**src/rtl/tqv_debug_uart_pkg.sv**
```systemverilog
// tqv_debug_uart_pkg
//    Shared constants for the tinyQV debug UART: register select codes,
//    STATUS bit positions, TX/RX state encodings and the divisor helper.
//    No ports (package).

package tqv_debug_uart_pkg;

   // Register select codes (reg_sel)
   localparam logic [1:0] REG_DATA   = 2'd0;
   localparam logic [1:0] REG_STATUS = 2'd1;
   localparam logic [1:0] REG_DIV    = 2'd2;
   localparam logic [1:0] REG_RSVD   = 2'd3;

   // STATUS bit indices
   localparam int ST_TX_BUSY   = 0;
   localparam int ST_TX_FULL   = 1;
   localparam int ST_TX_OVF    = 2;
   localparam int ST_RX_VALID  = 3;
   localparam int ST_RX_OVR    = 4;
   localparam int ST_RX_FERR   = 5;
   localparam int ST_LEVEL_LSB = 8;

   // Transmitter state encoding
   typedef logic [1:0] tx_state_t;
   localparam tx_state_t TX_IDLE  = 2'd0;
   localparam tx_state_t TX_START = 2'd1;
   localparam tx_state_t TX_DATA  = 2'd2;
   localparam tx_state_t TX_STOP  = 2'd3;

   // Receiver state encoding
   typedef logic [1:0] rx_state_t;
   localparam rx_state_t RX_IDLE  = 2'd0;
   localparam rx_state_t RX_START = 2'd1;
   localparam rx_state_t RX_DATA  = 2'd2;
   localparam rx_state_t RX_STOP  = 2'd3;

   // A divisor of 0 would mean 1-cycle bits; it is promoted to 1 (2-cycle bits).
   function automatic logic [15:0] eff_div(input logic [15:0] div);
      return (div == 16'd0) ? 16'd1 : div;
   endfunction

endpackage

```
**src/rtl/tqv_debug_uart_if.sv**
```systemverilog
// tqv_debug_uart_if
//    tinyQV peripheral data-bus bundle for the debug UART.
//    Signals: reg_sel[1:0], sel, data_in[31:0], data_write_n[1:0],
//             data_read_n[1:0], data_read_complete (CPU -> peripheral)
//             data_out[31:0], data_ready (peripheral -> CPU)
//    Modports: master (CPU side), slave (peripheral side).

interface tqv_debug_uart_if;
   logic [1:0]  reg_sel;
   logic        sel;
   logic [31:0] data_in;
   logic [1:0]  data_write_n;
   logic [1:0]  data_read_n;
   logic        data_read_complete;
   logic [31:0] data_out;
   logic        data_ready;

   modport master (
      output reg_sel, sel, data_in, data_write_n, data_read_n, data_read_complete,
      input  data_out, data_ready
   );

   modport slave (
      input  reg_sel, sel, data_in, data_write_n, data_read_n, data_read_complete,
      output data_out, data_ready
   );
endinterface

```
**src/rtl/tqv_byte_fifo.sv**
```systemverilog
// tqv_byte_fifo
//    Synchronous 8-bit FIFO with occupancy count. A push while full is
//    accepted only when a pop happens in the same cycle.
//    Ports: clk, rst_n (sync active-low), push, pop, wr_data[7:0],
//           rd_data[7:0] (head entry, combinational), full, empty,
//           level[$clog2(DEPTH):0]
//    Parameter: DEPTH (power of 2, >= 2)

module tqv_byte_fifo #(
   parameter int DEPTH = 8
) (
   input  logic                   clk,
   input  logic                   rst_n,
   input  logic                   push,
   input  logic                   pop,
   input  logic [7:0]             wr_data,
   output logic [7:0]             rd_data,
   output logic                   full,
   output logic                   empty,
   output logic [$clog2(DEPTH):0] level
);
   localparam int AW = $clog2(DEPTH);

   logic [7:0]  mem_r [DEPTH];
   logic [AW-1:0] wr_ptr_r;
   logic [AW-1:0] rd_ptr_r;
   logic [AW:0]   level_r;
   logic          push_ok_s;
   logic          pop_ok_s;
   logic          full_s;
   logic          empty_s;

   assign full_s    = (level_r == (AW+1)'(DEPTH));
   assign empty_s   = (level_r == '0);
   assign pop_ok_s  = pop & ~empty_s;
   assign push_ok_s = push & (~full_s | pop_ok_s);

   assign full    = full_s;
   assign empty   = empty_s;
   assign level   = level_r;
   assign rd_data = mem_r[rd_ptr_r];

   // Storage write; contents need no reset because level gates every read.
   always_ff @(posedge clk) begin
      if (push_ok_s) begin
         mem_r[wr_ptr_r] <= wr_data;
      end
   end

   // Pointers wrap naturally since DEPTH is a power of two.
   always_ff @(posedge clk) begin
      if (!rst_n) begin
         wr_ptr_r <= '0;
         rd_ptr_r <= '0;
         level_r  <= '0;
      end else begin
         if (push_ok_s) wr_ptr_r <= wr_ptr_r + AW'(1'b1);
         if (pop_ok_s)  rd_ptr_r <= rd_ptr_r + AW'(1'b1);
         case ({push_ok_s, pop_ok_s})
            2'b10:   level_r <= level_r + (AW+1)'(1'b1);
            2'b01:   level_r <= level_r - (AW+1)'(1'b1);
            default: level_r <= level_r;
         endcase
      end
   end

endmodule

```
**src/rtl/tqv_debug_uart.sv**
```systemverilog
// tqv_debug_uart
//    Memory-mapped debug UART for tinyQV: TX FIFO, runtime baud divisor,
//    sticky error flags, interrupts, optional receiver.
//    Ports: clk, rst_n (sync active-low), bus (tqv_debug_uart_if.slave),
//           uart_txd (idle high), uart_rxd (async), irq[1:0]
//           irq[0] = TX FIFO empty and shifter idle, irq[1] = RX byte valid
//    Registers: 0 DATA, 1 STATUS, 2 DIV (clocks-per-bit minus 1), 3 reserved
//    Build option: define DEBUG_UART_RX_EN to include the receiver.

module tqv_debug_uart
   import tqv_debug_uart_pkg::*;
#(
   parameter int CLK_HZ   = 14_000_000,
   parameter int BIT_RATE = 1_000_000,
   parameter int TX_DEPTH = 8
) (
   input  logic             clk,
   input  logic             rst_n,
   tqv_debug_uart_if.slave  bus,
   output logic             uart_txd,
   input  logic             uart_rxd,
   output logic [1:0]       irq
);
   localparam int          LW      = $clog2(TX_DEPTH) + 1;
   localparam logic [15:0] DIV_RST = 16'(CLK_HZ / BIT_RATE - 1);

   // Bus decode
   logic wr_en_s, data_wr_s, status_wr_s, div_wr_s;
   assign wr_en_s     = bus.sel & (bus.data_write_n != 2'b11);
   assign data_wr_s   = wr_en_s & (bus.reg_sel == REG_DATA);
   assign status_wr_s = wr_en_s & (bus.reg_sel == REG_STATUS);
   assign div_wr_s    = wr_en_s & (bus.reg_sel == REG_DIV);

   logic bus_unused_s;
   assign bus_unused_s = ^{bus.data_read_n, bus.data_in[31:16]};

   // Divisor register
   logic [15:0] div_r;

   // Runtime divisor; the shifters latch their own copy at frame start.
   always_ff @(posedge clk) begin
      if (!rst_n)        div_r <= DIV_RST;
      else if (div_wr_s) div_r <= bus.data_in[15:0];
   end

   // TX FIFO
   logic          fifo_pop_s, fifo_full_s, fifo_empty_s;
   logic [7:0]    fifo_rd_data_s;
   logic [LW-1:0] fifo_level_s;

   tqv_byte_fifo #(.DEPTH(TX_DEPTH)) u_tx_fifo (
      .clk     (clk),
      .rst_n   (rst_n),
      .push    (data_wr_s),
      .pop     (fifo_pop_s),
      .wr_data (bus.data_in[7:0]),
      .rd_data (fifo_rd_data_s),
      .full    (fifo_full_s),
      .empty   (fifo_empty_s),
      .level   (fifo_level_s)
   );

   // TX shifter
   tx_state_t   tx_state_r;
   logic [15:0] tx_cnt_r;
   logic [15:0] tx_div_r;
   logic [2:0]  tx_bit_r;
   logic [7:0]  tx_shreg_r;
   logic        tx_txd_r;
   logic        tx_bit_end_s;
   logic        tx_idle_s;

   assign tx_bit_end_s = (tx_cnt_r == tx_div_r);
   assign tx_idle_s    = (tx_state_r == TX_IDLE);
   // Popping at the end of a stop bit chains frames with no idle gap.
   assign fifo_pop_s   = ~fifo_empty_s &
                         (tx_idle_s | ((tx_state_r == TX_STOP) & tx_bit_end_s));

   // TX frame sequencer: start bit, 8 data bits LSB first, stop bit.
   always_ff @(posedge clk) begin
      if (!rst_n) begin
         tx_state_r <= TX_IDLE;
         tx_cnt_r   <= 16'd0;
         tx_div_r   <= 16'd0;
         tx_bit_r   <= 3'd0;
         tx_shreg_r <= 8'd0;
         tx_txd_r   <= 1'b1;
      end else begin
         case (tx_state_r)
            TX_IDLE: begin
               if (fifo_pop_s) begin
                  tx_state_r <= TX_START;
                  tx_cnt_r   <= 16'd0;
                  tx_div_r   <= eff_div(div_r);
                  tx_shreg_r <= fifo_rd_data_s;
                  tx_txd_r   <= 1'b0;
               end
            end
            TX_START: begin
               if (tx_bit_end_s) begin
                  tx_state_r <= TX_DATA;
                  tx_cnt_r   <= 16'd0;
                  tx_bit_r   <= 3'd0;
                  tx_txd_r   <= tx_shreg_r[0];
               end else begin
                  tx_cnt_r <= tx_cnt_r + 16'd1;
               end
            end
            TX_DATA: begin
               if (tx_bit_end_s) begin
                  tx_cnt_r <= 16'd0;
                  if (tx_bit_r == 3'd7) begin
                     tx_state_r <= TX_STOP;
                     tx_txd_r   <= 1'b1;
                  end else begin
                     tx_bit_r   <= tx_bit_r + 3'd1;
                     tx_shreg_r <= {1'b0, tx_shreg_r[7:1]};
                     tx_txd_r   <= tx_shreg_r[1];
                  end
               end else begin
                  tx_cnt_r <= tx_cnt_r + 16'd1;
               end
            end
            TX_STOP: begin
               if (tx_bit_end_s) begin
                  tx_cnt_r <= 16'd0;
                  if (fifo_pop_s) begin
                     tx_state_r <= TX_START;
                     tx_div_r   <= eff_div(div_r);
                     tx_shreg_r <= fifo_rd_data_s;
                     tx_txd_r   <= 1'b0;
                  end else begin
                     tx_state_r <= TX_IDLE;
                  end
               end else begin
                  tx_cnt_r <= tx_cnt_r + 16'd1;
               end
            end
            default: begin
               tx_state_r <= TX_IDLE;
               tx_txd_r   <= 1'b1;
            end
         endcase
      end
   end

   assign uart_txd = tx_txd_r;

   // TX overflow flag
   logic tx_ovf_r;
   logic tx_drop_s;
   assign tx_drop_s = data_wr_s & fifo_full_s & ~fifo_pop_s;

   // Sticky overflow: a fresh drop wins over a same-cycle clear.
   always_ff @(posedge clk) begin
      if (!rst_n)                                      tx_ovf_r <= 1'b0;
      else if (tx_drop_s)                              tx_ovf_r <= 1'b1;
      else if (status_wr_s && bus.data_in[ST_TX_OVF])  tx_ovf_r <= 1'b0;
   end

   // Receiver
   logic       rx_valid_s;
   logic       rx_ovr_s;
   logic       rx_ferr_s;
   logic [7:0] rx_data_s;

`ifdef DEBUG_UART_RX_EN
   rx_state_t   rx_state_r;
   logic        rx_meta_r, rx_sync_r, rx_prev_r;
   logic [15:0] rx_cnt_r;
   logic [15:0] rx_div_r;
   logic [15:0] rx_half_s;
   logic [2:0]  rx_bit_r;
   logic [7:0]  rx_shreg_r;
   logic [7:0]  rx_data_r;
   logic        rx_valid_r, rx_ovr_r, rx_ferr_r;
   logic        rx_stop_smp_s, rx_good_s, rx_bad_s, rx_rd_done_s;

   assign rx_half_s     = 16'(({1'b0, rx_div_r} + 17'd1) >> 1);
   assign rx_stop_smp_s = (rx_state_r == RX_STOP) & (rx_cnt_r == rx_div_r);
   assign rx_good_s     = rx_stop_smp_s & rx_sync_r;
   assign rx_bad_s      = rx_stop_smp_s & ~rx_sync_r;
   assign rx_rd_done_s  = bus.sel & bus.data_read_complete & (bus.reg_sel == REG_DATA);

   // RX line synchroniser and frame sampler (mid-bit sampling).
   always_ff @(posedge clk) begin
      if (!rst_n) begin
         rx_meta_r  <= 1'b1;
         rx_sync_r  <= 1'b1;
         rx_prev_r  <= 1'b1;
         rx_state_r <= RX_IDLE;
         rx_cnt_r   <= 16'd0;
         rx_div_r   <= 16'd1;
         rx_bit_r   <= 3'd0;
         rx_shreg_r <= 8'd0;
      end else begin
         rx_meta_r <= uart_rxd;
         rx_sync_r <= rx_meta_r;
         rx_prev_r <= rx_sync_r;
         case (rx_state_r)
            RX_IDLE: begin
               if (rx_prev_r && !rx_sync_r) begin
                  rx_state_r <= RX_START;
                  rx_cnt_r   <= 16'd0;
                  rx_div_r   <= eff_div(div_r);
               end
            end
            RX_START: begin
               // Re-check the start bit half a bit in; a glitch returns to idle.
               if (rx_cnt_r == rx_half_s) begin
                  rx_cnt_r   <= 16'd0;
                  rx_bit_r   <= 3'd0;
                  rx_state_r <= rx_sync_r ? RX_IDLE : RX_DATA;
               end else begin
                  rx_cnt_r <= rx_cnt_r + 16'd1;
               end
            end
            RX_DATA: begin
               if (rx_cnt_r == rx_div_r) begin
                  rx_cnt_r   <= 16'd0;
                  rx_shreg_r <= {rx_sync_r, rx_shreg_r[7:1]};
                  if (rx_bit_r == 3'd7) rx_state_r <= RX_STOP;
                  else                  rx_bit_r   <= rx_bit_r + 3'd1;
               end else begin
                  rx_cnt_r <= rx_cnt_r + 16'd1;
               end
            end
            RX_STOP: begin
               if (rx_cnt_r == rx_div_r) rx_state_r <= RX_IDLE;
               else                      rx_cnt_r   <= rx_cnt_r + 16'd1;
            end
            default: rx_state_r <= RX_IDLE;
         endcase
      end
   end

   // Holding register and RX flags; a read completing this cycle frees the slot.
   always_ff @(posedge clk) begin
      if (!rst_n) begin
         rx_data_r  <= 8'd0;
         rx_valid_r <= 1'b0;
         rx_ovr_r   <= 1'b0;
         rx_ferr_r  <= 1'b0;
      end else begin
         if (rx_good_s) begin
            if (rx_valid_r && !rx_rd_done_s) begin
               rx_ovr_r <= 1'b1;
            end else begin
               rx_data_r  <= rx_shreg_r;
               rx_valid_r <= 1'b1;
            end
         end else if (rx_rd_done_s) begin
            rx_valid_r <= 1'b0;
         end
         if (rx_good_s && rx_valid_r && !rx_rd_done_s) rx_ovr_r <= 1'b1;
         else if (status_wr_s && bus.data_in[ST_RX_OVR]) rx_ovr_r <= 1'b0;
         if (rx_bad_s) rx_ferr_r <= 1'b1;
         else if (status_wr_s && bus.data_in[ST_RX_FERR]) rx_ferr_r <= 1'b0;
      end
   end

   assign rx_valid_s = rx_valid_r;
   assign rx_ovr_s   = rx_ovr_r;
   assign rx_ferr_s  = rx_ferr_r;
   assign rx_data_s  = rx_data_r;
`else
   logic rx_unused_s;
   assign rx_unused_s = uart_rxd ^ bus.data_read_complete;
   assign rx_valid_s  = 1'b0;
   assign rx_ovr_s    = 1'b0;
   assign rx_ferr_s   = 1'b0;
   assign rx_data_s   = 8'd0;
`endif

   // Read mux and interrupts
   logic        tx_busy_s;
   logic [31:0] status_s;
   logic [31:0] data_out_s;

   assign tx_busy_s = ~fifo_empty_s | ~tx_idle_s;

   // STATUS word assembly.
   always_comb begin
      status_s                          = 32'h0;
      status_s[ST_TX_BUSY]              = tx_busy_s;
      status_s[ST_TX_FULL]              = fifo_full_s;
      status_s[ST_TX_OVF]               = tx_ovf_r;
      status_s[ST_RX_VALID]             = rx_valid_s;
      status_s[ST_RX_OVR]               = rx_ovr_s;
      status_s[ST_RX_FERR]              = rx_ferr_s;
      status_s[ST_LEVEL_LSB+7:ST_LEVEL_LSB] = 8'(fifo_level_s);
   end

   // Combinational register read mux.
   always_comb begin
      data_out_s = 32'hFFFF_FFFF;
      case (bus.reg_sel)
         REG_DATA:   data_out_s = {24'h0, rx_data_s};
         REG_STATUS: data_out_s = status_s;
         REG_DIV:    data_out_s = {16'h0, div_r};
         default:    data_out_s = 32'hFFFF_FFFF;
      endcase
   end

   assign bus.data_out   = data_out_s;
   assign bus.data_ready = 1'b1;
   assign irq            = {rx_valid_s, ~tx_busy_s};

endmodule
```
**src/flat_wrapper.sv**
```systemverilog
// flat-port wrapper written by rule: the top's interface ports become plain ports
module tqv_debug_uart_flat import tqv_debug_uart_pkg::*;
#(
   parameter int CLK_HZ   = 14_000_000,
   parameter int BIT_RATE = 1_000_000,
   parameter int TX_DEPTH = 8
)
  (clk, rst_n, uart_txd, uart_rxd, irq, bus_reg_sel, bus_sel, bus_data_in, bus_data_write_n, bus_data_read_n, bus_data_read_complete, bus_data_out, bus_data_ready);
  tqv_debug_uart_if bus_i ();
  input  logic clk;
  input  logic rst_n;
  output logic uart_txd;
  input  logic uart_rxd;
  output logic [1:0] irq;
  input wire logic [$bits(bus_i.reg_sel)-1:0] bus_reg_sel;
  input wire logic [$bits(bus_i.sel)-1:0] bus_sel;
  input wire logic [$bits(bus_i.data_in)-1:0] bus_data_in;
  input wire logic [$bits(bus_i.data_write_n)-1:0] bus_data_write_n;
  input wire logic [$bits(bus_i.data_read_n)-1:0] bus_data_read_n;
  input wire logic [$bits(bus_i.data_read_complete)-1:0] bus_data_read_complete;
  output wire logic [$bits(bus_i.data_out)-1:0] bus_data_out;
  output wire logic [$bits(bus_i.data_ready)-1:0] bus_data_ready;
  assign bus_i.reg_sel = bus_reg_sel;
  assign bus_i.sel = bus_sel;
  assign bus_i.data_in = bus_data_in;
  assign bus_i.data_write_n = bus_data_write_n;
  assign bus_i.data_read_n = bus_data_read_n;
  assign bus_i.data_read_complete = bus_data_read_complete;
  assign bus_data_out = bus_i.data_out;
  assign bus_data_ready = bus_i.data_ready;
  tqv_debug_uart #(.CLK_HZ(CLK_HZ), .BIT_RATE(BIT_RATE), .TX_DEPTH(TX_DEPTH)) u_core (.clk(clk), .rst_n(rst_n), .bus(bus_i), .uart_txd(uart_txd), .uart_rxd(uart_rxd), .irq(irq));
endmodule
```
**config.mk**
```make
export PLATFORM = sky130hd
export DESIGN_NAME = tqv_debug_uart_flat
export DESIGN_NICKNAME = d
export VERILOG_FILES = /design/src/rtl/tqv_debug_uart_pkg.sv /design/src/rtl/tqv_debug_uart_if.sv /design/src/rtl/tqv_byte_fifo.sv /design/src/rtl/tqv_debug_uart.sv /design/src/flat_wrapper.sv
export SDC_FILE = /design/constraint.sdc
export NUM_CORES = 1
export LEC_CHECK = 0
export BUFFER_PORTS_ARGS = -buffer_cell sky130_fd_sc_hd__buf_2
export CAP_MARGIN = 20
export CELL_PAD_IN_SITES_DETAIL_PLACEMENT = 1
export CELL_PAD_IN_SITES_GLOBAL_PLACEMENT = 1
export CORE_ASPECT_RATIO = 0.8
export CORE_MARGIN = 2
export CORE_UTILIZATION = 40
export CTS_CLUSTER_SIZE = 25
export DETAILED_ROUTE_END_ITERATION = 7
export HOLD_SLACK_MARGIN = 0.1
export PLACE_DENSITY = 0.74
export SLEW_MARGIN = 15
export SYNTH_ARGS = -nofsm -noshare
export SYNTH_HDL_FRONTEND = slang
export SYNTH_SLANG_ARGS = --single-unit
```
**constraint.sdc**
```tcl
create_clock -name clk -period 6.96 [get_ports clk]
set_input_delay 0.348 -clock clk [delete_from_list [all_inputs] [get_ports clk]]
set_output_delay 0.348 -clock clk [all_outputs]
set_load 0.03 [all_outputs]
```
# Yosys cells after proc, flatten, opt, wreduce, memory -nomap -nowiden
# Memories as Yosys holds them, arrays and structs flattened. A register that Yosys moved wholly into a read port is not among the register bits.
# Index checks and enable logic that the tools add are counted.
dict set report op_classes {
  add_sub_neg 6
  muxes 37
  reduce_logical 16
  n_bitwise 18
  n_eq_ne 17
}
# op count
set ops {}
lappend ops {{case mux 32 bit (3 select lines)} 1}
lappend ops {{2-to-1 mux 16 bit} 5}
lappend ops {{case mux 16 bit (2 select lines)} 2}
lappend ops {{2-to-1 mux 8 bit} 4}
lappend ops {{case mux 8 bit (3 select lines)} 1}
lappend ops {{adder 16 x 1 -> 16 bit (second input constant)} 1}
lappend ops {{== test 16 bit} 1}
lappend ops {{zero test 16 bit} 1}
lappend ops {{2-to-1 mux 3 bit} 5}
lappend ops {{AND 1 bit} 10}
lappend ops {{2-to-1 mux 1 bit} 10}
lappend ops {{2-to-1 mux 2 bit} 5}
lappend ops {{!= test 2 x 1 -> 1 bit (second input constant)} 5}
lappend ops {{adder 3 x 1 -> 3 bit (second input constant)} 3}
lappend ops {{== test 2 bit (second input constant)} 4}
lappend ops {{case mux 2 bit (4 select lines)} 1}
lappend ops {{case mux 4 bit (2 select lines)} 1}
lappend ops {{AND reduction 4 bit} 2}
lappend ops {{nonzero test 2 bit} 4}
lappend ops {{== test 2 x 1 -> 1 bit (second input constant)} 3}
lappend ops {{case mux 3 bit (2 select lines)} 1}
lappend ops {{inverter 1 bit} 5}
lappend ops {{AND reduction 5 bit} 1}
lappend ops {{adder 4 x 1 -> 4 bit (second input constant)} 1}
lappend ops {{other kinds (13)} 17}
dict set report word_totals {
  memories 1
  output_inout_bits 36
  ff_bits 73
  input_bits 43
  ramBits 64
}
# name words width rd rd_ports_with_merged_regs wr line_no
set mem_list {}
lappend mem_list {u_core.u_tx_fifo.mem_r 8 8 1 1 1 tqv_byte_fifo.sv:24} ;# logic [7:0] mem_r [DEPTH];

# Logic depth before layout (Yosys ltp)
# Gate-level depths: netlist of run 1.
dict set report depth {
  depth_word 9
  mapped_depth 13
  mapped_depth_nobuf 12
}

# Modules after synthesis
# From an unflattened synthesis of run 1, not the netlist that was laid out.
dict set report unflattened {
  cells_unflattened 614
  hier_area_um2 6895.4
}
# mod seq_area_each_um2 instances area_each_um2 cells_per_inst
set by_module_without_submodules {}
lappend by_module_without_submodules {tqv_debug_uart 1261.2 1 3691.0 438}
lappend by_module_without_submodules {tqv_byte_fifo 2182.1 1 3204.3 176}

# Worst setup path before layout of run 1
# No wires, ideal clock.
dict set report synth_path {
  path_kind {register to register}
  from {reg u_core.tx_cnt_r[12]}
  to {reg u_core.u_tx_fifo.level_r[3], in the netlist u_core.u_tx_fifo.level[3]}
  path_stages_with_launch 14
  setup_slack_ns 3.932
  required_ns 6.890
  period_less_slack_ns 3.028
  arrival_time_ns 2.958
  n_path_buf 1
  cell_sequence {dfxtp_1 clkbuf_1 xnor2_1 nand4_1 nor4_4 a21oi_1 nor2_1 ha_1 ha_1 a21o_1 a21oi_1 xnor2_1 or3_1 a21oi_1}
}
dict set report synth_via {
  elab_chain_len 9
  word_cells_on_any_way 11
  cone_classes {eq/ne (3); mux (1); bitwise (6); reduce/logical (1)}
}
# element line_no
set synth_lines {}
lappend synth_lines {{start, declared} tqv_debug_uart.sv:65} ;# logic [15:0] tx_cnt_r;
lappend synth_lines {{start signal, assigned} tqv_debug_uart.sv:106} ;# tx_cnt_r <= tx_cnt_r + 16'd1;
lappend synth_lines {{start signal, assigned} tqv_debug_uart.sv:121} ;# tx_cnt_r <= tx_cnt_r + 16'd1;
lappend synth_lines {{start signal, assigned} tqv_debug_uart.sv:136} ;# tx_cnt_r <= tx_cnt_r + 16'd1;
lappend synth_lines {{== test 16 bit (*)} tqv_debug_uart.sv:73} ;# assign tx_bit_end_s = (tx_cnt_r == tx_div_r);
lappend synth_lines {{AND 1 bit (*)} tqv_debug_uart.sv:77} ;# (tx_idle_s | ((tx_state_r == TX_STOP) & tx_bit_end_s));
lappend synth_lines {{bitwise OR 1 bit (*)} tqv_debug_uart.sv:77}
lappend synth_lines {{AND 1 bit (*)} tqv_debug_uart.sv:76} ;# assign fifo_pop_s = ~fifo_empty_s &
lappend synth_lines {{AND 1 bit (*)} tqv_byte_fifo.sv:35} ;# assign pop_ok_s = pop & ~empty_s;
lappend synth_lines {{via u_core.u_tx_fifo.pop_ok_s} tqv_byte_fifo.sv:29} ;# logic pop_ok_s;
lappend synth_lines {{bitwise OR 1 bit} tqv_byte_fifo.sv:36} ;# assign push_ok_s = push & (~full_s | pop_ok_s);
lappend synth_lines {{AND 1 bit} tqv_byte_fifo.sv:36}
lappend synth_lines {{== test 2 x 1 -> 1 bit or == test 2 bit (tied branches)} tqv_byte_fifo.sv:59} ;# case ({push_ok_s, pop_ok_s})
lappend synth_lines {{case mux 4 bit (2 select lines) or nonzero test 2 bit (tied branches)} --}
lappend synth_lines {{end signal, assigned} tqv_byte_fifo.sv:60} ;# 2'b10: level_r <= level_r + (AW+1)'(1'b1);
lappend synth_lines {{end signal, assigned} tqv_byte_fifo.sv:61} ;# 2'b01: level_r <= level_r - (AW+1)'(1'b1);
lappend synth_lines {{end signal, assigned} tqv_byte_fifo.sv:62} ;# default: level_r <= level_r;
lappend synth_lines {{end, declared} tqv_byte_fifo.sv:27} ;# logic [AW:0] level_r;
# Mark *: on every way through the listed nets, which the timed path passes. The rest lies on a longest branch.
# A chain may end at the register's enable or synchronous reset.

# Worst setup path after layout of run 1
dict set report layout_path {
  from {reg u_core.tx_cnt_r[0]}
  to {reg u_core.u_tx_fifo.level_r[3], in the netlist u_core.u_tx_fifo.level[3]}
}
# Same word-level chain as after synthesis.

==> results by group, run 1 <==
Run status
  – Status: finished clean

Route
  – Routed WL: approximately 16 mm
  – Routed Antenna Nets: 0
  – Via density: 5.570
  – Avg WL per Cell: 19.00 microns
  – Via count: ~4700
  – DR iter-0 viols: ~300
  – DR pass1 iterations: 5
  – DRC: 0

Timing
  – Final-report hold violation count: 0
  – Slew headroom: ~36%
  – Unrepaired setup endpoints after global routing: no
  – Final slew viol count: 0
  – Tmin final: 3.751 ns
  – Clock skew: 0.008538 ns
  – Endpoints failing setup: 0
  – Slew @ Worst Pin: 0.9329 ns
  – Fmax: 0.2666 GHz
  – Final TNS setup: 0 ns
  – Tcrit/Tclk final: 53.89%

Clocking
  – Clk sinks: 140
  – Clk_lat worst skew: roughly 0.42 ns
  – Total CTS buffers: 17
  – Postcts setup bufs: 0
  – Clk buf depth: 2
  – H-tree levels: 4
  – Root buffer cell: clkbuf_16
  – Gates resized, CTS repair: 0
  – Clk slew on worst S/H paths: around 0.06 ns
  – TritonCTS clock tree: done
  – Hold buffer count at cts: 0

Floorplan
  – Die extent in y: 117.1 microns
  – Initial Utilization: between 40% and 50%
  – Total I/O pin count: a little under 80
  – DIE WIDTH: 145.4 microns
  – Std cell rows: 41
  – Core ar.: 0.01570 sq mm
  – Die footprint: 0.01703 sq mm

Synth
  – Ys async rst share: 0%
  – Synth Net Count: 646
  – EDFF count, synth: 64
  – Flops & latches, synth: between 100 and 150
  – Post-synthesis cell area: 0.006400 sq mm
  – Sequential share of the synthesized area: 53.80%
  – Warnings, synthesis: 0
  – Unique masters post-synth: 52
  – Main synth FF type: dfxtp_1
  – Syn Area/Cell: around 11 sq um
  – Syn Inst Count: 590

Flow run
  – Max Cap Viol: 0

Cells and area
  – Commonest non-fill, non-tap cells in the layout: dfxtp_1 (75), edfxtp_1 (64), buf_2 (56), a21oi_1 (52), nor2_1 (51)
  – Final core occ: 46.59%
  – Layout cells sized above 1: a little under a fifth
  – # fillers: 1747
  – Area delta synth->final: 14.27%
  – Ant. Diodes: 0
  – Fin nets: 673
  – Commonest non-fill, non-tap cell in the layout: dfxtp_1

Worst setup path
  – Worst Path Max Fanout: 27
  – Crit Path Category: reg -> reg
  – Crit. End Element: flop
  – CP Data Required Time: ~7.3 ns
  – Crit start category: flop
  – Critical Path AT: 4.08 ns

Global routing
  – Overflow after GRT: 0
  – Pin count of the biggest net entering global routing: 67
  – Initial antenna violation count: 0
  – Total GRT Usage: 19.38%
  – Vias in the first global route: 4778
  – First-pass GRT wire length: 25.72 mm

Place
  – Port Buffers: 56
  – DP HPWL: 10.58 mm
  – Placer Congestion: ~0.76

Pwr
  – PD cells: 361.8 mW/mm^2
  – Overall power: 2646 uW
  – Max VDD drop: 0.0001951 V
  – P_leak: 0.002616 uW

Worst hold path
  – HP Class: in -> reg
-- synth_stat cells (5+ instances only) --
library cell / n / area (sq um)
a21oi_1: 52 / 260.3
a311oi_1: 12 / 105.1
buf_4: 17 / 127.6
clkbuf_1: 31 / 116.4
dfxtp_1: 76 / 1521
edfxtp_1: 64 / 1922
ha_1: 12 / 150.1
inv_1: 11 / 41.29
mux2i_1: 31 / 310.3
mux4_2: 16 / 360.4
nand2_1: 37 / 138.9
nand2b_1: 5 / 31.28
nand3_1: 29 / 145.1
nand4_1: 7 / 43.79
nor2_1: 52 / 195.2
nor3_1: 14 / 70.07
nor4_1: 5 / 31.28
o21a_1: 10 / 75.07
o21ai_0: 41 / 205.2
xnor2_1: 17 / 148.9
-- metal layers --
layer  GRT usage, %  wire (microns)  vias to the layer above
met1          26.16            7579                     2370
met4          5.229             231                        0
li1               -               -                     2210
met2          32.39            7614                      107
met5              0               0                        -
met3          3.953             630                       20
-- flip-flops by register name, summed over array words and instances, names as in the netlist, named ones only --
name	flops
u_core.div_r	16
u_core.tx_bit_r	3
u_core.tx_cnt_r	16
u_core.tx_div_r	16
u_core.tx_ovf_r	1
u_core.tx_shreg_r	8
u_core.tx_state_r	2
u_core.u_tx_fifo.level	4
u_core.u_tx_fifo.mem_r	64
u_core.u_tx_fifo.rd_ptr_r	3
u_core.u_tx_fifo.wr_ptr_r	3
u_core.uart_txd	1
-- metrics by stage --
step	setup slack, ns	hold WS, ns	std cells	area (sq um)
floorplan	3.932	0.4356	590	6400
global placement	3.478	0.4429	813	6725
detailed placement	3.353	0.4545	813	6725
CTS	3.259	0.1517	845	7308
global route	2.934	0.1623	845	7313
finish	3.209	0.1626	845	7313
-- cell type report --
| class | instances | area, sq um | share of cell area [%] |
|---|---|---|---|
| clock buffers | 18 | 429.2 | 5.868 |
| clock inverters | 14 | 153.9 | 2.104 |
| inverters | 12 | 46.29 | 0.6330 |
| multi-input cells | 385 | 2653 | 36.27 |
| flip-flops and latches | 140 | 3445 | 47.10 |
| well taps | 215 | 269.0 | 3.678 |
| repair buffers | 61 | 317.8 | 4.346 |
-- path summary, 6_finish.rpt --
check,start,end,slack (ns),depth (start not counted)
worst min-delay path,bus_data_in[13],u_core.div_r[13]$_SDFFE_PN0P_,0.16,3
worst max register to register,u_core.tx_cnt_r[0]$_SDFFE_PN0N_,u_core.u_tx_fifo.level[3]$_SDFFE_PN0P_,3.21,13
worst max-delay path,u_core.tx_cnt_r[0]$_SDFFE_PN0N_,u_core.u_tx_fifo.level[3]$_SDFFE_PN0P_,3.21,13
worst min register to register,u_core.tx_bit_r[1]$_SDFFE_PN0P_,u_core.tx_bit_r[1]$_SDFFE_PN0P_,0.45,2
-- critical path: stages, from the launching register on --
cell and delay, ns:
dfxtp_1 0.47, xnor2_1 0.15, nand4_1 0.16, nor4_4 0.28, buf_4 0.34, a21oi_1 0.18
nor2_1 0.50, ha_1 0.35, ha_1 0.27, a21o_1 0.19, a21oi_1 0.19, xnor2_1 0.10
or3_1 0.31, a21oi_1 0.15
-- cells by family after synthesis --
| logic type | share of synthesized area, % |
|---|---|
| other | 0.1173 |
| XOR/XNOR | 2.737 |
| AND/OR/NAND/NOR | 12.38 |
| multiplexers | 10.66 |
| flip-flops | 53.80 |
| AO/OA/AOI/OAI | 12.77 |
| buffers and inverters | 4.887 |
| adder cells (fa/ha/maj) | 2.659 |
-- power by group --
group | internal, uW | total (uW) | switching [uW]
Combinational | 260 | 766 | 505
Sequential | 907 | 977 | 70.8
Clock | 535 | 903 | 368
Total | 1700 | 2650 | 945
Power figures use the tool's default switching activity.
==> inputs of run 2 (changes only) <==
PLACE_DENSITY = 0.77   (was 0.74)
clock period = 3.34 ns   (was 6.96 ns; I/O delays follow)
==> run 2 against run 1 <==
- via count up 1.8%
- sequential share of layout area down 1.8 points
- routed wire length up 5.8%
- clock skew up 0.0017 ns
- count of clock-buffer cells in the layout down 1
- critical path depth down 1
- combinational power up 130%
- non-clock buffer count up 32
- hold slack worse by 0.036 ns
==> results by group, run 2 (synthesis gave the netlist of run 1 again) <==
Worst setup path
  – Most used cell, CP: a21oi_1 (unchanged)
  – WP buf/inv: 0 (was 1)
  – Crit start category: flop (unchanged)
  – Critical Path AT: 3.48 ns (was 4.08 ns)
  – Cell family with most CP delay: simple AND/OR/NAND/NOR gates (unchanged)
  – Crit-path max cell delay: 0.45 ns (was 0.50 ns)
  – Worst Path Max Fanout: 5 (was 27)
  – CP cell instances: xnor2_1 > nand4_1 > nor4_4 > a21oi_1 > nor2_1 > ha_1 > ha_1 > a21o_1 > a21oi_1 > xnor2_1 > or3_1 > a21oi_1 (was xnor2_1 > nand4_1 > nor4_4 > buf_4 > a21oi_1 > nor2_1 > ha_1 > ha_1 > a21o_1 > a21oi_1 > xnor2_1 > or3_1 > a21oi_1)
  – Critical-path top delay cell: dfxtp_1 (was nor2_1)
  – Crit Path Category: reg -> reg (unchanged)
  – Crit. End Element: flop (unchanged)
  – CP Data Required Time: 3.67 ns (was 7.28 ns)

Route
  – DR iter-0 viols: 367 (was 293)
  – Via count: 4791 (was 4707)
  – Routed Antenna Nets: 0 (unchanged)
  – DR pass1 iterations: 5 (unchanged)
  – DRC: 0 (unchanged)
  – Avg WL per Cell: 19.38 microns (was 19.00 microns)
  – Via density: 5.463 (was 5.570)
  – Routed WL: 17.00 mm (was 16.06 mm)

Floorplan
  – Total I/O pin count: 79 (unchanged)
  – DIE WIDTH: 145.4 microns (unchanged)
  – Die footprint: 0.01703 sq mm (unchanged)
  – Initial Utilization: 40.77% (unchanged)
  – Core ar.: 0.01570 sq mm (unchanged)
  – Std cell rows: 41 (unchanged)
  – Die extent in y: 117.1 microns (unchanged)

Timing
  – Clock skew: 0.01023 ns (was 0.008538 ns)
  – Fmax: 0.3172 GHz (was 0.2666 GHz)
  – Final slew viol count: 0 (unchanged)
  – Slew @ Worst Pin: 0.9507 ns (was 0.9329 ns)
  – Final-report hold violation count: 0 (unchanged)
  – Worst hold slack: 0.1268 ns (was 0.1626 ns)
  – Tmin final: 3.153 ns (was 3.751 ns)
  – Endpoints failing setup: 0 (unchanged)
  – Final TNS setup: 0 ns (unchanged)
  – Tcrit/Tclk final: 94.40% (was 53.89%)
  – Unrepaired setup endpoints after global routing: no (unchanged)
  – Slew headroom: 36.47% (was 36.02%)

Global routing
  – Total GRT Usage: 20.61% (was 19.38%)
  – Vias in the first global route: 4902 (was 4778)
  – First-pass GRT wire length: 26.96 mm (was 25.72 mm)
  – Overflow after GRT: 0 (unchanged)
  – Initial antenna violation count: 0 (unchanged)
  – Pin count of the biggest net entering global routing: 67 (unchanged)

Cells and area
  – Fin nets: 705 (was 673)
  – Max reg flops: 64 (unchanged)
  – Largest register by flop count: u_core.u_tx_fifo.mem_r (unchanged)
  – Ant. Diodes: 0 (unchanged)
  – Cell area after layout: 0.007610 sq mm (was 0.007313 sq mm)
  – Area delta synth->final: 18.91% (was 14.27%)
  – Commonest non-fill, non-tap cell in the layout: dfxtp_1 (unchanged)
  – Layout cells sized above 1: 20.69% (was 18.73%)
  – Commonest non-fill, non-tap cells in the layout: dfxtp_1 (72), edfxtp_1 (64), buf_2 (56), a21oi_1 (51), nor2_1 (51) (was dfxtp_1 (75), edfxtp_1 (64), buf_2 (56), a21oi_1 (52), nor2_1 (51))

Place
  – DP HPWL: 11.04 mm (was 10.58 mm)
  – Placer Congestion: 0.7910 (was 0.7562)
  – Post-Place Cell Area: 0.006808 sq mm (was 0.006725 sq mm)
  – Port Buffers: 56 (unchanged)

Pwr
  – P_leak: 0.002763 uW (was 0.002616 uW)
  – Overall power: 5638 uW (was 2646 uW)
  – PD cells: 740.8 mW/mm^2 (was 361.8 mW/mm^2)
  – Max VDD drop: 0.0005534 V (was 0.0001951 V)

Clocking
  – H-tree levels: 4 (unchanged)
  – Clk_lat worst skew: 0.43 ns (was 0.42 ns)
  – TritonCTS clock tree: done (unchanged)
  – Total CTS buffers: 17 (unchanged)
  – Clk sinks: 140 (unchanged)
  – Clk buf depth: 2 (unchanged)
  – Clk slew on worst S/H paths: 0.06 ns (about the same)
  – Root buffer cell: clkbuf_16 (unchanged)

Flow run
  – Max Cap Viol: 0 (unchanged)

Worst hold path
  – HP Class: in -> reg (unchanged)

Run status
  – Status: finished clean (unchanged)
run 2: worst reg2reg max path, cell delays in order, from the launching register on:
cell	delay, ns
dfxtp_1	0.45
xnor2_1	0.15
nand4_1	0.17
nor4_4	0.38
a21oi_1	0.21
nor2_1	0.18
ha_1	0.24
ha_1	0.27
a21o_1	0.19
a21oi_1	0.23
xnor2_1	0.14
or3_1	0.33
a21oi_1	0.14
run 2: area by class of cell:
cell class | count | area, sq um
multi-input cells | 385 | 2656
fillers | 1780 | 8088
clock buffers | 17 | 425.4
well taps | 215 | 269.0
repair buffers | 93 | 603.1
inverters | 12 | 46.29
flip-flops and latches | 140 | 3448
clock inverters | 15 | 161.4
run 2: repair_timing:
action,4_1_cts,5_1_grt
hold endpoints to repair,76,0
gates resized for setup,0,5
buffers inserted,0,2
endpoints found under the setup margin,0,1
hold buffers,18,0
run 2: through the flow:
step / std cells / util, % / setup slack (ns)
2_1_floorplan: 590 / - / 0.3118
3_3_place_gp: 824 / 43.37 / 0.3653
3_5_place_dp: 824 / 43.37 / 0.1994
4_1_cts: 874 / 48.25 / 0.05650
5_1_grt: 877 / 48.48 / 0.003341
6_report: 877 / 48.48 / 0.1871
run 2: final timing paths:
path	slack (ns)	cells after the start	from	end
max	0.19	12	u_core.tx_cnt_r[9]$_SDFFE_PN0N_	u_core.u_tx_fifo.level[3]$_SDFFE_PN0P_
min	0.13	4	bus_reg_sel[0]	u_core.tx_ovf_r$_SDFFE_PN0P_
max reg2reg	0.19	12	u_core.tx_cnt_r[9]$_SDFFE_PN0N_	u_core.u_tx_fifo.level[3]$_SDFFE_PN0P_
min reg2reg	0.47	2	u_core.tx_bit_r[2]$_SDFFE_PN0P_	u_core.tx_bit_r[2]$_SDFFE_PN0P_
run 2: where the power goes:
part           switching, uW  internal (uW)
Combinational           1120            614
Clock                    775           1110
Sequential               131           1890
run 2: metal layers:
layer	part of all wire (%)	up-vias	GRT usage (%)
li1	-	2267	-
met1	46	2397	27.11
met2	49	110	34.79
met3	4.3	17	3.992
met4	1.3	0	6.993
met5	0	-	0
==> inputs of run 3 (changes only) <==
CORE_MARGIN = 4   (was 2)
GPL_TIMING_DRIVEN = 0   (was unset)
==> run 3 against run 2 <==
- worst setup slack worse by 0.092 ns
- total power down 0.59%
- core utilization grew 0.47 points
- maximum frequency down 2.8%
- critical endpoint unchanged
- clock skew is 0.0021 ns lower
- sequential power is 2% lower
- die area increased by 6.3%
- sequential cell count unchanged
- hold slack improved by 0.016 ns
- global-route usage down 0.20 points
- non-clock buffer count up 32
- first-iteration DRC count is 11% lower
==> results by group, run 3 (synthesis gave the netlist of run 1 again) <==
Run status
  – Status: finished clean (unchanged)

Pwr
  – Max VDD drop: 0.0004449 V (was 0.0005534 V)
  – P_leak: 0.002798 uW (was 0.002763 uW)
  – PD cells: 727.0 mW/mm^2 (was 740.8 mW/mm^2)
  – Overall power: 5604 uW (was 5638 uW)

Worst hold path
  – Hold Path Stages: 4 (unchanged)
  – Min-delay src: bus_reg_sel[0] (unchanged)
  – WHS Endpoint: u_core.tx_ovf_r$_SDFFE_PN0P_ (unchanged)
  – HP Class: in -> reg (unchanged)

Cells and area
  – Ant. Diodes: 0 (unchanged)
  – Commonest non-fill, non-tap cell in the layout: dfxtp_1 (unchanged)
  – Max reg flops: 64 (unchanged)
  – Largest register by flop count: u_core.u_tx_fifo.mem_r (unchanged)
  – Fin nets: 737 (was 705)
  – Layout cells sized above 1: 19.74% (was 20.69%)
  – # fillers: 1774 (was 1780)
  – Commonest non-fill, non-tap cells in the layout: dfxtp_1 (76), edfxtp_1 (64), buf_2 (59), a21oi_1 (51), nor2_1 (51) (was dfxtp_1 (72), edfxtp_1 (64), buf_2 (56), a21oi_1 (51), nor2_1 (51))
  – Area delta synth->final: 20.45% (was 18.91%)

Timing
  – Slew @ Worst Pin: 0.9006 ns (was 0.9507 ns)
  – Final slew viol count: 0 (unchanged)
  – Slew headroom: 39.74% (was 36.47%)
  – Clock skew: 0.008171 ns (was 0.01023 ns)
  – Worst hold slack: 0.1427 ns (was 0.1268 ns)
  – Tcrit/Tclk final: 97.14% (was 94.40%)
  – Final TNS setup: 0 ns (unchanged)
  – Final-report hold violation count: 0 (unchanged)
  – Tmin final: 3.245 ns (was 3.153 ns)
  – Fmax: 0.3082 GHz (was 0.3172 GHz)
  – Endpoints failing setup: 0 (unchanged)
  – Unrepaired setup endpoints after global routing: yes (was no)

Floorplan
  – Std cell rows: 41 (unchanged)
  – Die extent in y: 121.1 microns (was 117.1 microns)
  – DIE WIDTH: 149.4 microns (was 145.4 microns)
  – Initial Utilization: 40.64% (was 40.77%)
  – Die footprint: 0.01810 sq mm (was 0.01703 sq mm)
  – Total I/O pin count: 79 (unchanged)
  – Core ar.: 0.01575 sq mm (was 0.01570 sq mm)

Global routing
  – Vias in the first global route: 5284 (was 4902)
  – Initial antenna violation count: 0 (unchanged)
  – Overflow after GRT: 0 (unchanged)
  – Total GRT Usage: 20.41% (was 20.61%)
  – Pin count of the biggest net entering global routing: 17 (was 67)
  – First-pass GRT wire length: 28.40 mm (was 26.96 mm)

Clocking
  – H-tree levels: 4 (unchanged)
  – Clk sinks: 140 (unchanged)
  – Clk buf depth: 2 (unchanged)
  – Total CTS buffers: 17 (unchanged)
  – Clk_lat worst skew: 0.42 ns (was 0.43 ns)
  – Clk slew on worst S/H paths: 0.06 ns (about the same)
  – Root buffer cell: clkbuf_16 (unchanged)
  – TritonCTS clock tree: done (unchanged)

Worst setup path
  – Crit Path Category: reg -> reg (unchanged)
  – Critical Path AT: 3.59 ns (was 3.48 ns)
  – RR Endpoint: u_core.u_tx_fifo.level[3]$_SDFFE_PN0P_ (unchanged)
  – RR Startpoint: u_core.tx_cnt_r[3]$_SDFFE_PN0N_ (was u_core.tx_cnt_r[9]$_SDFFE_PN0N_)
  – Crit start category: flop (unchanged)
  – Worst Path Max Fanout: 6 (was 5)
  – Reg2reg path depth: 12 (unchanged)
  – R2R Setup Slk: 0.1 ns (was 0.19 ns)
  – CP Data Required Time: 3.69 ns (was 3.67 ns)
  – Crit. End Element: flop (unchanged)
  – Crit path launch: u_core.tx_cnt_r[3]$_SDFFE_PN0N_ (was u_core.tx_cnt_r[9]$_SDFFE_PN0N_)

Route
  – DR pass1 iterations: 4 (was 5)
  – DR iter-0 viols: 328 (was 367)
  – Via count: 4900 (was 4791)
  – DRC: 0 (unchanged)
  – Avg WL per Cell: 19.36 microns (was 19.38 microns)
  – Routed WL: 17.59 mm (was 17.00 mm)
  – Routed Antenna Nets: 0 (unchanged)
  – Via density: 5.391 (was 5.463)

Place
  – Port Buffers: 55 (was 56)
  – DP HPWL: 12.35 mm (was 11.04 mm)
  – Placer Congestion: 0.8383 (was 0.7910)

Flow run
  – Max Cap Viol: 0 (unchanged)
## run 3: cell types whose count changed in the layout (fill, tap and decap cells not counted), moves of 3 or more
cell / change
clkbuf_1: +31
buf_2: +3
dfxtp_1: +4
dfxtp_2: -4
## run 3: per-layer routing
metal  track usage (%)  wire length [microns]  up-vias
li1                  -                      -     2330
met1             28.37                   8263     2454
met2             31.86                   8428       99
met3             4.145                    676       17
met4             7.261                    225        0
met5                 0                      0        -
## run 3: through the flow
stage / util [%] / worst slack (ns) / instances / cell area [sq um]
floorplan: - / 0.3118 / 590 / 6400
global placement: 44.09 / -0.3646 / 860 / 6944
detailed placement: 44.16 / -0.4636 / 860 / 6954
CTS: 48.91 / 0.07429 / 910 / 7702
global route: 48.95 / -0.1520 / 909 / 7709
finish: 48.95 / 0.09549 / 909 / 7709
## run 3: final cells by class
| class | count | area, sq um | share of cell area [%] |
|---|---|---|---|
| Multi-Input combinational cell | 385 | 2671 | 34.65 |
| Timing Repair Buffer | 73 | 450.4 | 5.843 |
| Tap cell | 215 | 269.0 | 3.490 |
| Clock inverter | 14 | 136.4 | 1.769 |
| Inverter | 12 | 45.04 | 0.5843 |
| Buffer | 52 | 264.0 | 3.425 |
| Clock buffer | 18 | 429.2 | 5.567 |
| Sequential cell | 140 | 3443 | 44.67 |
## run 3: worst max-delay path: stages, from the launching register on
cell and delay (ns):
dfxtp_1 0.46, xnor2_1 0.17, nand4_1 0.17, nor4_4 0.43
a21oi_1 0.24, nor2_4 0.28, ha_1 0.26, ha_1 0.26
a21o_1 0.18, a21oi_1 0.17, xnor2_1 0.10, or3_1 0.31
a21oi_1 0.14
## run 3: report_power, final
part           switching [uW]  leakage, uW  internal (uW)
clock                     784     0.000269           1040
sequential               92.6      0.00119           1890
combinational            1180      0.00134            615
total                    2060      0.00280           3540
## run 3: how the worst max path moves through the flow
stage               depth (start not counted)                                      to  slack [ns]
CTS                                        13  u_core.u_tx_fifo.level[3]$_SDFFE_PN0P_        0.07
global route                               12  u_core.u_tx_fifo.level[3]$_SDFFE_PN0P_       -0.15
global placement                            7  u_core.u_tx_fifo.mem_r[4][4]$_DFFE_PP_       -0.36
detailed placement                         13  u_core.u_tx_fifo.level[3]$_SDFFE_PN0P_       -0.46
floorplan                                  13  u_core.u_tx_fifo.level[3]$_SDFFE_PN0P_        0.31
finish                                     12  u_core.u_tx_fifo.level[3]$_SDFFE_PN0P_         0.1
## run 3: repair_timing
action                                 CTS  global route
pin swaps                                1             0
endpoints found under the hold margin   73             0
setup endpoints to repair               11            10
resized for setup                        2             2
cloned                                   0             0
hold buffers                            16             0
buffers inserted                         2             0
